File: src/rtl/seg_rx.sv
// seg_rx: oversampling receiver for the SEG_CLK/SEG_DT/SEG_CLR/SEG_EN display link.
// Define SEG_RX_DECODE_EN to build the glyph decoder; otherwise num/bad/dp read as zero.
module seg_rx #(
  parameter int FRAME_BITS = 64,
  parameter int IDLE_CYC   = 16
) (
  input  logic                    clk,
  input  logic                    rst,
  input  logic                    seg_clk,
  input  logic                    seg_dt,
  input  logic                    seg_clr,
  input  logic                    seg_en,
  output logic [FRAME_BITS-1:0]   frame,
  output logic [FRAME_BITS/2-1:0] num,
  output logic [FRAME_BITS/8-1:0] bad,
  output logic [FRAME_BITS/8-1:0] dp,
  output logic                    valid,
  output logic                    frame_err,
  output logic                    busy
);

  localparam int DIGITS = FRAME_BITS / 8;
  localparam int CNT_W  = $clog2(FRAME_BITS + 2);
  localparam logic [CNT_W-1:0] CNT_FULL = CNT_W'(FRAME_BITS);
  localparam logic [CNT_W-1:0] CNT_SAT  = CNT_W'(FRAME_BITS + 1);
  localparam logic [CNT_W-1:0] CNT_ZERO = {CNT_W{1'b0}};
  localparam logic [CNT_W-1:0] CNT_ONE  = CNT_W'(1);
  localparam logic [7:0]       IDLE_MAX = 8'(IDLE_CYC);

  typedef enum logic [1:0] {
    IDLE  = 2'd0,
    RECV  = 2'd1,
    CLOSE = 2'd2
  } state_t;

  logic [2:0] clk_sync_r;
  logic [1:0] dt_sync_r;
  logic [1:0] clr_sync_r;
  logic [1:0] en_sync_r;

  state_t                state_r;
  logic [FRAME_BITS-1:0] shift_r;
  logic [FRAME_BITS-1:0] frame_r;
  logic [CNT_W-1:0]      cnt_r;
  logic [7:0]            idle_r;
  logic                  valid_r;
  logic                  err_r;

  logic             edge_s;
  logic             dt_s;
  logic             clr_s;
  logic             en_s;
  logic             close_s;
  logic             load_s;
  logic [CNT_W-1:0] cnt_inc_s;

  // Two-flop synchronizers; the third seg_clk stage feeds the rising-edge detect.
  always_ff @(posedge clk) begin
    if (rst) begin
      clk_sync_r <= 3'b000;
      dt_sync_r  <= 2'b00;
      clr_sync_r <= 2'b00;
      en_sync_r  <= 2'b00;
    end else begin
      clk_sync_r <= {clk_sync_r[1:0], seg_clk};
      dt_sync_r  <= {dt_sync_r[0], seg_dt};
      clr_sync_r <= {clr_sync_r[0], seg_clr};
      en_sync_r  <= {en_sync_r[0], seg_en};
    end
  end

  assign edge_s    = clk_sync_r[1] & ~clk_sync_r[2];
  assign dt_s      = dt_sync_r[1];
  assign clr_s     = clr_sync_r[1];
  assign en_s      = en_sync_r[1];
  assign cnt_inc_s = (cnt_r == CNT_SAT) ? cnt_r : cnt_r + CNT_ONE;
  assign close_s   = (state_r == RECV) && (idle_r == IDLE_MAX) && (cnt_r != CNT_ZERO) && clr_s && en_s;
  assign load_s    = close_s && (cnt_r == CNT_FULL);

  // Receive FSM: shifting, bit/idle counting, frame close and the valid/err pulses.
  always_ff @(posedge clk) begin
    if (rst) begin
      state_r <= IDLE;
      shift_r <= {FRAME_BITS{1'b0}};
      frame_r <= {FRAME_BITS{1'b0}};
      cnt_r   <= CNT_ZERO;
      idle_r  <= 8'd0;
      valid_r <= 1'b0;
      err_r   <= 1'b0;
    end else begin
      valid_r <= 1'b0;
      err_r   <= 1'b0;
      if (!clr_s) begin
        shift_r <= {FRAME_BITS{1'b0}};
        cnt_r   <= CNT_ZERO;
        idle_r  <= 8'd0;
        state_r <= IDLE;
      end else if (!en_s) begin
        cnt_r   <= CNT_ZERO;
        state_r <= IDLE;
        if (idle_r != IDLE_MAX) idle_r <= idle_r + 8'd1;
      end else begin
        if (edge_s) begin
          shift_r <= {shift_r[FRAME_BITS-2:0], dt_s};
          idle_r  <= 8'd0;
        end else if (idle_r != IDLE_MAX) begin
          idle_r <= idle_r + 8'd1;
        end
        if (close_s) begin
          // A coincident edge becomes bit 1 of the next frame.
          cnt_r   <= edge_s ? CNT_ONE : CNT_ZERO;
          state_r <= CLOSE;
          if (load_s) begin
            frame_r <= shift_r;
            valid_r <= 1'b1;
          end else begin
            err_r <= 1'b1;
          end
        end else begin
          if (edge_s) cnt_r <= cnt_inc_s;
          case (state_r)
            IDLE:    if (edge_s) state_r <= RECV;
            RECV:    state_r <= RECV;
            CLOSE:   state_r <= (edge_s || (cnt_r != CNT_ZERO)) ? RECV : IDLE;
            default: state_r <= IDLE;
          endcase
        end
      end
    end
  end

  assign frame     = frame_r;
  assign valid     = valid_r;
  assign frame_err = err_r;
  assign busy      = (cnt_r != CNT_ZERO);

`ifdef SEG_RX_DECODE_EN
  // Active-low {g..a} pattern to {bad, nibble}; dp is masked off by the caller.
  function automatic logic [4:0] decode_glyph(input logic [6:0] seg);
    logic [4:0] res;
    case (seg)
      7'h40:   res = 5'h00;
      7'h79:   res = 5'h01;
      7'h24:   res = 5'h02;
      7'h30:   res = 5'h03;
      7'h19:   res = 5'h04;
      7'h12:   res = 5'h05;
      7'h02:   res = 5'h06;
      7'h78:   res = 5'h07;
      7'h00:   res = 5'h08;
      7'h10:   res = 5'h09;
      7'h08:   res = 5'h0A;
      7'h03:   res = 5'h0B;
      7'h46:   res = 5'h0C;
      7'h21:   res = 5'h0D;
      7'h06:   res = 5'h0E;
      7'h0E:   res = 5'h0F;
      default: res = 5'h10;
    endcase
    return res;
  endfunction

  logic [FRAME_BITS/2-1:0] num_nxt_s;
  logic [DIGITS-1:0]       bad_nxt_s;
  logic [DIGITS-1:0]       dp_nxt_s;
  logic [FRAME_BITS/2-1:0] num_r;
  logic [DIGITS-1:0]       bad_r;
  logic [DIGITS-1:0]       dp_r;

  // Decode every digit of the shift register ahead of the close cycle.
  always_comb begin
    num_nxt_s = {(FRAME_BITS/2){1'b0}};
    bad_nxt_s = {DIGITS{1'b0}};
    dp_nxt_s  = {DIGITS{1'b0}};
    for (int i = 0; i < DIGITS; i++) begin
      {bad_nxt_s[i], num_nxt_s[4*i +: 4]} = decode_glyph(shift_r[8*i +: 7]);
      dp_nxt_s[i] = ~shift_r[8*i+7];
    end
  end

  // Decoded outputs load together with frame on a good close.
  always_ff @(posedge clk) begin
    if (rst) begin
      num_r <= {(FRAME_BITS/2){1'b0}};
      bad_r <= {DIGITS{1'b0}};
      dp_r  <= {DIGITS{1'b0}};
    end else if (load_s) begin
      num_r <= num_nxt_s;
      bad_r <= bad_nxt_s;
      dp_r  <= dp_nxt_s;
    end else begin
      num_r <= num_r;
      bad_r <= bad_r;
      dp_r  <= dp_r;
    end
  end

  assign num = num_r;
  assign bad = bad_r;
  assign dp  = dp_r;
`else
  assign num = {(FRAME_BITS/2){1'b0}};
  assign bad = {DIGITS{1'b0}};
  assign dp  = {DIGITS{1'b0}};
`endif

endmodule
File: config.mk
export PLATFORM = sky130hd
export DESIGN_NAME = seg_rx
export DESIGN_NICKNAME = d
export VERILOG_FILES = /design/src/rtl/seg_rx.sv
export SDC_FILE = /design/constraint.sdc
export NUM_CORES = 1
export LEC_CHECK = 0
export ABC_CLOCK_PERIOD_IN_PS = 4200
export CORE_MARGIN = 10
export CORE_UTILIZATION = 45
export DETAILED_ROUTE_END_ITERATION = 12
export DONT_BUFFER_PORTS = 1
export GPL_TIMING_DRIVEN = 0
export PLACE_DENSITY = 0.71
export RECOVER_POWER = 100
export SYNTH_ARGS = -nofsm -noshare
export SYNTH_HDL_FRONTEND = slang
export SYNTH_SLANG_ARGS = --single-unit
File: constraint.sdc
create_clock -name clk -period 4.2 [get_ports clk]
set_clock_uncertainty 0.1 [all_clocks]
set_input_delay 0.63 -clock clk [delete_from_list [all_inputs] [get_ports clk]]
set_output_delay 0.63 -clock clk [all_outputs]
set_load 0.1 [all_outputs]
Word level (Yosys, flattened, before mapping)
Cells that the tools add are included.

Output and inout port bits: 115. Bits in registers: 156. Logic and storage cells: 57. Input bits: 6.

Bitwise logic cells: 5. Multiplexer cells: 13. Reductions and logical operators: 16. Add/sub/neg operators: 2. Eq/ne operators: 9.

Operator list (number): $mux W8 (3); $mux W7 (3); $eq A7 B7 Y1 const B (2); $add A8 B1 Y8 const B (1); $eq A8 B5 Y1 const B (1); $ne A8 B5 Y1 const B (1); $reduce_or A4 Y1 (2); $add A7 B1 Y7 const B (1); $reduce_bool A7 Y1 (1); $pmux W2 S3 (1); $logic_and A1 B1 Y1 (5); $mux W1 (4); $mux W2 (2); $ne A2 B2 Y1 const B (2); $not A1 Y1 (4); $reduce_and A2 Y1 (2); $reduce_and A4 Y1 (1); $ne A3 B3 Y1 const B (1); $reduce_or A3 Y1 (1); $eq A2 B1 Y1 const B (1); $eq A2 B2 Y1 const B (1); $logic_not A2 Y1 (1); $reduce_bool A2 Y1 (1); $reduce_or A2 Y1 (1); 2 further kinds (2).

Depth between registers and ports, before layout
Gate-level depths: netlist (run 1).

Depth in word-level cells: 7. Gate-level depth with buffers: 8. Gate-level depth less buffers: 6.

Worst setup path after synthesis (run 1)
Ideal clock, no wire load.

Path kind: register to register. Start: register cnt_r[0]. End: register cnt_r[0]. Setup time: 0.116 ns. Path slack: 1.742 ns. Cell stages (with the launch flop): 8. Data arrival time: 2.241 ns. Required time: 3.984 ns. Buffers on the path: 1. Period minus slack after synthesis: 2.458 ns. Path through: dfxtp_1 inv_1 ha_1 or4b_4 or3_1 clkbuf_2 a32o_1 o211a_1.

Word-level cells in the longest chain between the ends: 6. Elaborated cells on any way between the ends: 12. Classes of those cells: add/sub: 1; eq/ne: 2; mux: 3; reduce/logical: 6.

RTL lines: start, declared (line 44) `logic [CNT_W-1:0] cnt_r;`; start signal, assigned (line 111) `cnt_r <= edge_s ? CNT_ONE : CNT_ZERO;`; start signal, assigned (line 120) `if (edge_s) cnt_r <= cnt_inc_s;`; $reduce_bool A7 Y1 *; via busy (line 19) `output logic busy`; $logic_and A1 B1 Y1 * (3 in a row) (line 77) `assign close_s = (state_r == RECV) && (idle_r == IDLE_MAX) && (cnt_r != CNT_ZERO) && clr_s && en_s;`; $ne A2 B2 Y1 (no line) or $reduce_bool A2 Y1 (tied branches); $reduce_and A2 Y1 (no line).

The timed path passes the listed nets; every way through them passes the cells marked *. The select of a mux whose other input is x is not followed. A chain may end at the register's enable or synchronous reset.

Final worst setup path (run 1)
Start: register cnt_r[0]. End: output port busy.

Word-level cells in the longest chain between the ends: 1.

RTL lines: $reduce_bool A7 Y1 (line 135) `assign busy = (cnt_r != CNT_ZERO);`; end, declared (line 19).

No other way between the ends.

==> results of run 1 <==
==> sequential cells by signal (all words and copies together), names as in the netlist <==
| signal | cells |
|---|---|
| frame_err | 1 |
| clr_sync_r | 2 |
| en_sync_r | 2 |
| dt_sync_r | 2 |
| cnt_r | 7 |
| state_r | 2 |
| clk_sync_r | 3 |
| idle_r | 8 |
| valid | 1 |
| frame | 64 |
| shift_r | 64 |
==> area by class of cell <==
class                   instances  area, um^2  area share, %
diodes                          3        7.51          0.105
clock inverters                12         208           2.89
inverters                       6        22.5          0.314
multi-input cells             521        2540           35.3
well taps                     176         220           3.07
flip-flops and latches        156        3120           43.5
clock buffers                  20         467           6.50
plain buffers                 109         598           8.33
==> power by group <==
| group | leakage, nW | internal (mW) | switching (mW) |
|---|---|---|---|
| combinational | 0.897 | 0.0376 | 0.218 |
| sequential | 1.26 | 1.48 | 0.00206 |
| clock | 0.325 | 1.11 | 0.613 |
==> cells in the mapped netlist (all sizes together), types with 2 or more instances <==
library cell,count
nand3,72
nor2,11
o21ai,65
nand4,3
ha,5
xor2,7
buf,63
dfxtp,156
and3,4
nor2b,12
nand2,133
nand2b,3
inv,6
nor3,6
xnor2,4
clkbuf,46
or3,2
a21oi,130
==> placed cells by master, fill, tap and decap left out, types with 7 or more instances in the layout <==
cell | synthesis | final
sky130_fd_sc_hd__xor2_1 | 7 | 7
sky130_fd_sc_hd__clkbuf_1 | 45 | 56
sky130_fd_sc_hd__nand3_1 | 72 | 72
sky130_fd_sc_hd__o21ai_0 | 65 | 65
sky130_fd_sc_hd__nor2b_1 | 12 | 12
sky130_fd_sc_hd__clkbuf_16 | 0 | 17
sky130_fd_sc_hd__buf_4 | 49 | 49
sky130_fd_sc_hd__nor2_1 | 11 | 11
sky130_fd_sc_hd__nand2_1 | 133 | 133
sky130_fd_sc_hd__dfxtp_1 | 156 | 156
sky130_fd_sc_hd__conb_1 | 1 | 48
sky130_fd_sc_hd__a21oi_1 | 130 | 130
==> cells by family (layout without fill, tap and decap cells) <==
group	count (synthesis)	count (layout)	share of synthesized area, %
compound gates	202	202	16.9
xor+xnor	11	11	1.57
fa+ha+maj	5	5	1.02
buf+inv	115	147	10.4
flops	156	156	51.0
mux	1	1	0.163
other cells	1	51	0.0612
simple gates	254	254	18.9
==> per-layer routing <==
layer / vias up / share of wire [%] / global-route usage, %
met5: - / 0 / 0
met2: 123 / 46 / 23.5
li1: 2550 / - / -
met3: 23 / 9.7 / 7.59
met4: 0 / 1.4 / 5.27
met1: 2246 / 43 / 18.2
==> stage by stage <==
step | total power, mW | cells | setup WS, ps
after global routing | 3.57 | 1001 | 882
after global placement | 1.77 | 968 | 1610
final | 3.46 | 1003 | 1000
after detailed placement | 1.77 | 968 | 1590
after floorplan | 1.76 | 792 | 1740
after CTS | 3.49 | 1000 | 1170
==> how the worst min path moves through the flow <==
stage	startpoint	to	slack, ps	depth (start not counted)
final	seg_en	en_sync_r[0]	230	1
after floorplan	clk_sync_r[0]	clk_sync_r[1]	310	1
after global routing	seg_dt	dt_sync_r[0]	220	1
after detailed placement	en_sync_r[0]	en_sync_r[1]	320	1
after global placement	clr_sync_r[0]	clr_sync_r[1]	320	1
after CTS	seg_en	en_sync_r[0]	220	1
==> worst max-delay path, cell delays in order (launching register included) <==
cell and delay [ps]:
sky130_fd_sc_hd__dfxtp_1 410, sky130_fd_sc_hd__inv_1 100, sky130_fd_sc_hd__ha_1 220, sky130_fd_sc_hd__or4b_1 200
sky130_fd_sc_hd__or3_1 100, sky130_fd_sc_hd__clkbuf_1 1010
==> impl_metrics.py, run 1 <==
metrics = {
    "critical_path": {
        "timing.critical_path.to_type": "output pin",
        "critPathKind": "reg -> out",
        "reg2reg_to": "cnt_r[0]",
        "worst-endpoint-arrival_ps": 2470,
        "reg2reg_setup_slack_ps": 1320,
        "worst_setup_path_startpoint": "cnt_r[0]",
        "worstPathRequired_ps": 3470,
        "cp-endpoint": "busy",
        "reg2regPathDepth": 7,
        "critical_path.max_fanout": 5,
        "reg_to_reg_critical_path_startpoint": "cnt_r[0]",
        "worst_setup_path_start_kind": "flip-flop",
    },
    "clock_tree": {
        "cts.sink_count": 156,
        "post-cts-setup-buffer-count": 0,
        "postCtsHoldBufs": 0,
        "buffer_depth_of_the_longest_clock_path": 2,
        "clock_tree.root_cell": "sky130_fd_sc_hd__clkbuf_16",
        "path_clk_slew_ps": 60,
        "cts_tree": "done",
        "htree_num_levels": 4,
        "tritoncts.num_buffers": 17,
        "postCtsResizedCells": 0,
        "clock_latency_of_the_later_clocked_register_in_the_worst_skew_pair_ps": 430,
    },
    "final_layout": {
        "post_route_cells_drive_above_1_share_pct": 10.7,
        "layout.nets": 822,
        "area_growth_syn_to_layout_pct": 17.3,
        "filler_cell_count": 1248,
        "layout.cell_area.non_filler_um2": 7180,
        "post-route-util_pct": 54.0,
    },
    "pwr": {
        "worst_ir_drop_vdd_v": 0.000327,
        "leakagePower_nw": 2.48,
        "power.density_nw_per_um2": 482,
    },
    "timing": {
        "final_hold_viol_count": 0,
        "fin_hold_ws_ps": 233,
        "fmax_ghz": 0.313,
        "final_period_minus_worst_setup_slack_ps": 3200,
        "setup_violations": 0,
        "slew_headroom_pct": 7.31,
        "min_period_over_period_pct": 76.1,
        "setup_tns_after_final_layout_ps": 0,
        "final-max-slew-violation-count": 0,
        "grt_setup_unrepaired": "false",
        "tightest_slew_ps": 1390,
    },
    "synthesis": {
        "synth_seq_area_share_pct": 51.0,
        "syn_area_per_cell_um2": 8.22,
        "yosys.area.top_type_share_pct": 51.0,
        "synth-edff-count": 0,
        "synth-seq-cells": 156,
        "postSynth.topFlopCell": "sky130_fd_sc_hd__dfxtp_1",
        "ys_types": 37,
        "postSynth.asyncResetShare_pct": 0,
        "mappedNetlistArea_um2": 6120,
        "synth_top_cells_by_area": "sky130_fd_sc_hd__dfxtp_1 51%, sky130_fd_sc_hd__a21oi_1 11%, sky130_fd_sc_hd__nand2_1 8.2%",
        "yosys_warnings": 0,
        "syn-instance-count": 745,
        "post-synth-top-area-cell": "sky130_fd_sc_hd__dfxtp_1",
    },
    "die": {
        "design.core.area_um2": 13300,
        "initial_utilization_pct": 46.1,
        "die_w_um": 137,
        "top_level_ports": 121,
        "die_y_um": 137,
        "num_rows": 42,
        "die_area_um2": 18700,
    },
    "drt": {
        "antenna_left": 0,
        "final_routed_wire_length_divided_by_cell_count_um": 14.2,
        "first_drt_iteration_drcs": 373,
        "detail_route.first_pass.iterations": 5,
        "vias_per_cell": 4.93,
        "via_count": 4942,
        "drc": 0,
        "detail_route.wirelength_um": 14300,
    },
    "placement": {
        "place.gp.congestion": 0.779,
        "port_buffers": 0,
        "half_perimeter_wire_length_after_detailed_placement_um": 9950,
        "cell_area_placed_um2": 6520,
    },
    "worst_hold_path": {
        "holdCritPathClass": "in -> reg",
    },
    "grt": {
        "grt_overflow": 0,
        "grt_pass1_vias": 4526,
        "grt.total_usage_pct": 15.3,
        "initial_antenna_violation_count": 3,
        "grt_max_degree": 17,
        "grt_first_pass_wirelength_um": 23200,
    },
    "flow_run": {
        "max_cap_viol_count": 0,
    },
    "run_status": {
        "status": "finished, final reports clean",
    },
}
Note: power is estimated with default switching activity, not from simulation.
==> inputs of run 2 (changes only) <==
- ABC_CLOCK_PERIOD_IN_PS: 4200 -> 3300
- clock period: 4.2 -> 3.3 ns (I/O delays scaled with it)
==> run 2 against run 1 <==
Against the previous run:
- total power grew 27%
- setup slack lost 580 ps
- sequential power grew 27%
- global-route usage is the same
- core utilization is essentially flat
- first-iteration DRC count grew 3.5%
- worst hold slack lost 130 ps
- via count grew 0.40%
- count of clock-buffer cells in the layout is the same
- critical path type unchanged
- highest routed layer is now met5
==> impl_metrics.py, run 2 (synthesis results as in run 1) <==
metrics = {
    "final_layout": {
        "final_cell_mix": "156 x sky130_fd_sc_hd__dfxtp_1, 133 x sky130_fd_sc_hd__nand2_1, 130 x sky130_fd_sc_hd__a21oi_1",
        "post_route_cells_drive_above_1_share_pct": 10.8,
        "filler_cell_count": 1250,
        "layout.area.seq_um2": 3120,
        "area_growth_syn_to_layout_pct": 17.3,
        "final_cells": 1002,
        "layout.cells.most_common": "sky130_fd_sc_hd__dfxtp_1",
        "layout.nets": 822,
        "multi_input_gate_area_in_the_final_layout_um2": 2540,
        "layout.cell_area.non_filler_um2": 7180,
    },
    "critical_path": {
        "cp-endpoint": "busy",
        "timing.critical_path.to_type": "output pin",
        "worstPathRequired_ps": 2700,
        "crit_path_cell_trace": "inv_1, ha_1, or4b_1, or3_1, clkbuf_2",
        "reg_to_reg_critical_path_startpoint": "cnt_r[0]",
        "critical_path.max_fanout": 5,
        "reg2regPathDepth": 8,
        "cp_num_buf_inv": 2,
        "timing.critical_path.max_delay_family": "simple AND/OR/NAND/NOR gates",
        "reg2reg_setup_slack_ps": 610,
        "worst_setup_path_start_kind": "flip-flop",
        "worst_setup_path_startpoint": "cnt_r[0]",
        "critical-path-slowest-cell": "sky130_fd_sc_hd__or4b_1",
        "worst-endpoint-arrival_ps": 2290,
        "critical_path.max_stage_delay_ps": 480,
        "crit_cells": 5,
        "critPathKind": "reg -> out",
        "reg2reg_to": "frame[51]",
    },
    "timing": {
        "final_hold_viol_count": 0,
        "final-max-slew-violation-count": 0,
        "grt_setup_unrepaired": "false",
        "tightest_slew_ps": 1040,
        "setup_tns_after_final_layout_ps": 0,
        "slew_headroom_pct": 30.8,
        "min_period_over_period_pct": 87.3,
        "fin_hold_ws_ps": 98.6,
        "fmax_ghz": 0.347,
        "setup_violations": 0,
        "final_period_minus_worst_setup_slack_ps": 2880,
    },
    "pwr": {
        "worst_ir_drop_vdd_v": 0.000417,
        "share_comb_of_total_power_pct": 7.4,
        "clkPwrFrac_pct": 49.7,
        "p_seq_share_pct": 42.9,
        "switching_part_of_the_total_power_pct": 24.0,
        "power.density_nw_per_um2": 614,
        "cell_internal_power_dissipation_mw": 3.35,
        "leakagePower_nw": 2.48,
        "switchingPower_mw": 1.06,
    },
    "clock_tree": {
        "post-cts-setup-buffer-count": 0,
        "postCtsResizedCells": 0,
        "clock_tree.root_cell": "sky130_fd_sc_hd__clkbuf_16",
        "clock_latency_of_the_later_clocked_register_in_the_worst_skew_pair_ps": 420,
        "cts_tree": "done",
        "tritoncts.num_buffers": 17,
        "path_clk_slew_ps": 60,
        "cts.sink_count": 156,
        "postCtsHoldBufs": 0,
        "buffer_depth_of_the_longest_clock_path": 2,
        "htree_num_levels": 4,
    },
    "die": {
        "top_level_ports": 121,
        "die_y_um": 137,
        "die_area_um2": 18700,
        "design.core.area_um2": 13300,
        "initial_utilization_pct": 46.1,
        "num_rows": 42,
        "die_w_um": 137,
    },
    "drt": {
        "final_routed_wire_length_divided_by_cell_count_um": 14.2,
        "detail_route.first_pass.iterations": 5,
        "via_count": 4962,
        "detail_route.wirelength_um": 14200,
        "route.met2.wl_um": 6560,
        "met1_length_um": 6040,
        "route.met3.wl_um": 1440,
        "antenna_left": 0,
        "drc": 0,
        "topRoutingLayerUsed": "met5",
        "first_drt_iteration_drcs": 386,
        "vias_per_cell": 4.95,
    },
    "grt": {
        "grt.total_usage_pct": 15.3,
        "grt_overflow": 0,
        "initial_antenna_violation_count": 3,
        "grt_first_pass_wirelength_um": 23200,
        "grt_max_degree": 17,
        "grt_pass1_vias": 4526,
    },
    "placement": {
        "port_buffers": 0,
        "dp.cells": 968,
        "place.gp.congestion": 0.779,
        "cell_area_placed_um2": 6520,
        "half_perimeter_wire_length_after_detailed_placement_um": 9950,
    },
    "run_status": {
        "status": "finished, final reports clean",
    },
    "worst_hold_path": {
        "holdCritPathClass": "in -> reg",
    },
    "flow_run": {
        "max_cap_viol_count": 0,
    },
}
run 2: cell types whose count changed in the layout (fill, tap and decap cells not counted):
cell,previous run,this run
sky130_fd_sc_hd__clkbuf_1,56,55
sky130_fd_sc_hd__clkbuf_2,0,1
sky130_fd_sc_hd__diode_2,3,2
run 2: worst min path at each step:
stage                        from             to  slack, ps  cells after the start
finish                     seg_en   en_sync_r[0]        100                      1
global route               seg_dt   dt_sync_r[0]         90                      1
CTS                        seg_en   en_sync_r[0]         80                      1
detailed placement   en_sync_r[0]   en_sync_r[1]        320                      1
global placement    clr_sync_r[0]  clr_sync_r[1]        320                      1
floorplan           clk_sync_r[0]  clk_sync_r[1]        310                      1
run 2: through the flow:
stage | setup WS, ps | utilization [%] | total power, mW
global placement | 706 | 49.0 | 2.26
global route | 305 | 54.0 | 4.54
CTS | 409 | 54.1 | 4.45
detailed placement | 690 | 49.0 | 2.26
floorplan | 842 | - | 2.24
finish | 420 | 54.0 | 4.41
run 2: layout make-up:
class / instances / area share (%)
multi-input cells: 521 / 35.3
flip-flops and latches: 156 / 43.5
clock buffers: 20 / 6.50
diodes: 2 / 0.0697
plain buffers: 109 / 8.34
clock inverters: 12 / 2.89
well taps: 176 / 3.07
inverters: 6 / 0.314
run 2: power by group through the flow:
stage	Combinational (mW)	Sequential, mW	Clock (mW)
CTS	0.323	1.89	2.24
global route	0.339	1.89	2.31
detailed placement	0.322	1.93	0
global placement	0.323	1.93	0
floorplan	0.310	1.93	0
finish	0.326	1.89	2.19
run 2: metal layers:
layer,vias up,track usage (%)
li1,2551,-
met1,2253,18.2
met3,22,7.59
met4,2,5.27
met5,-,0
met2,134,23.5
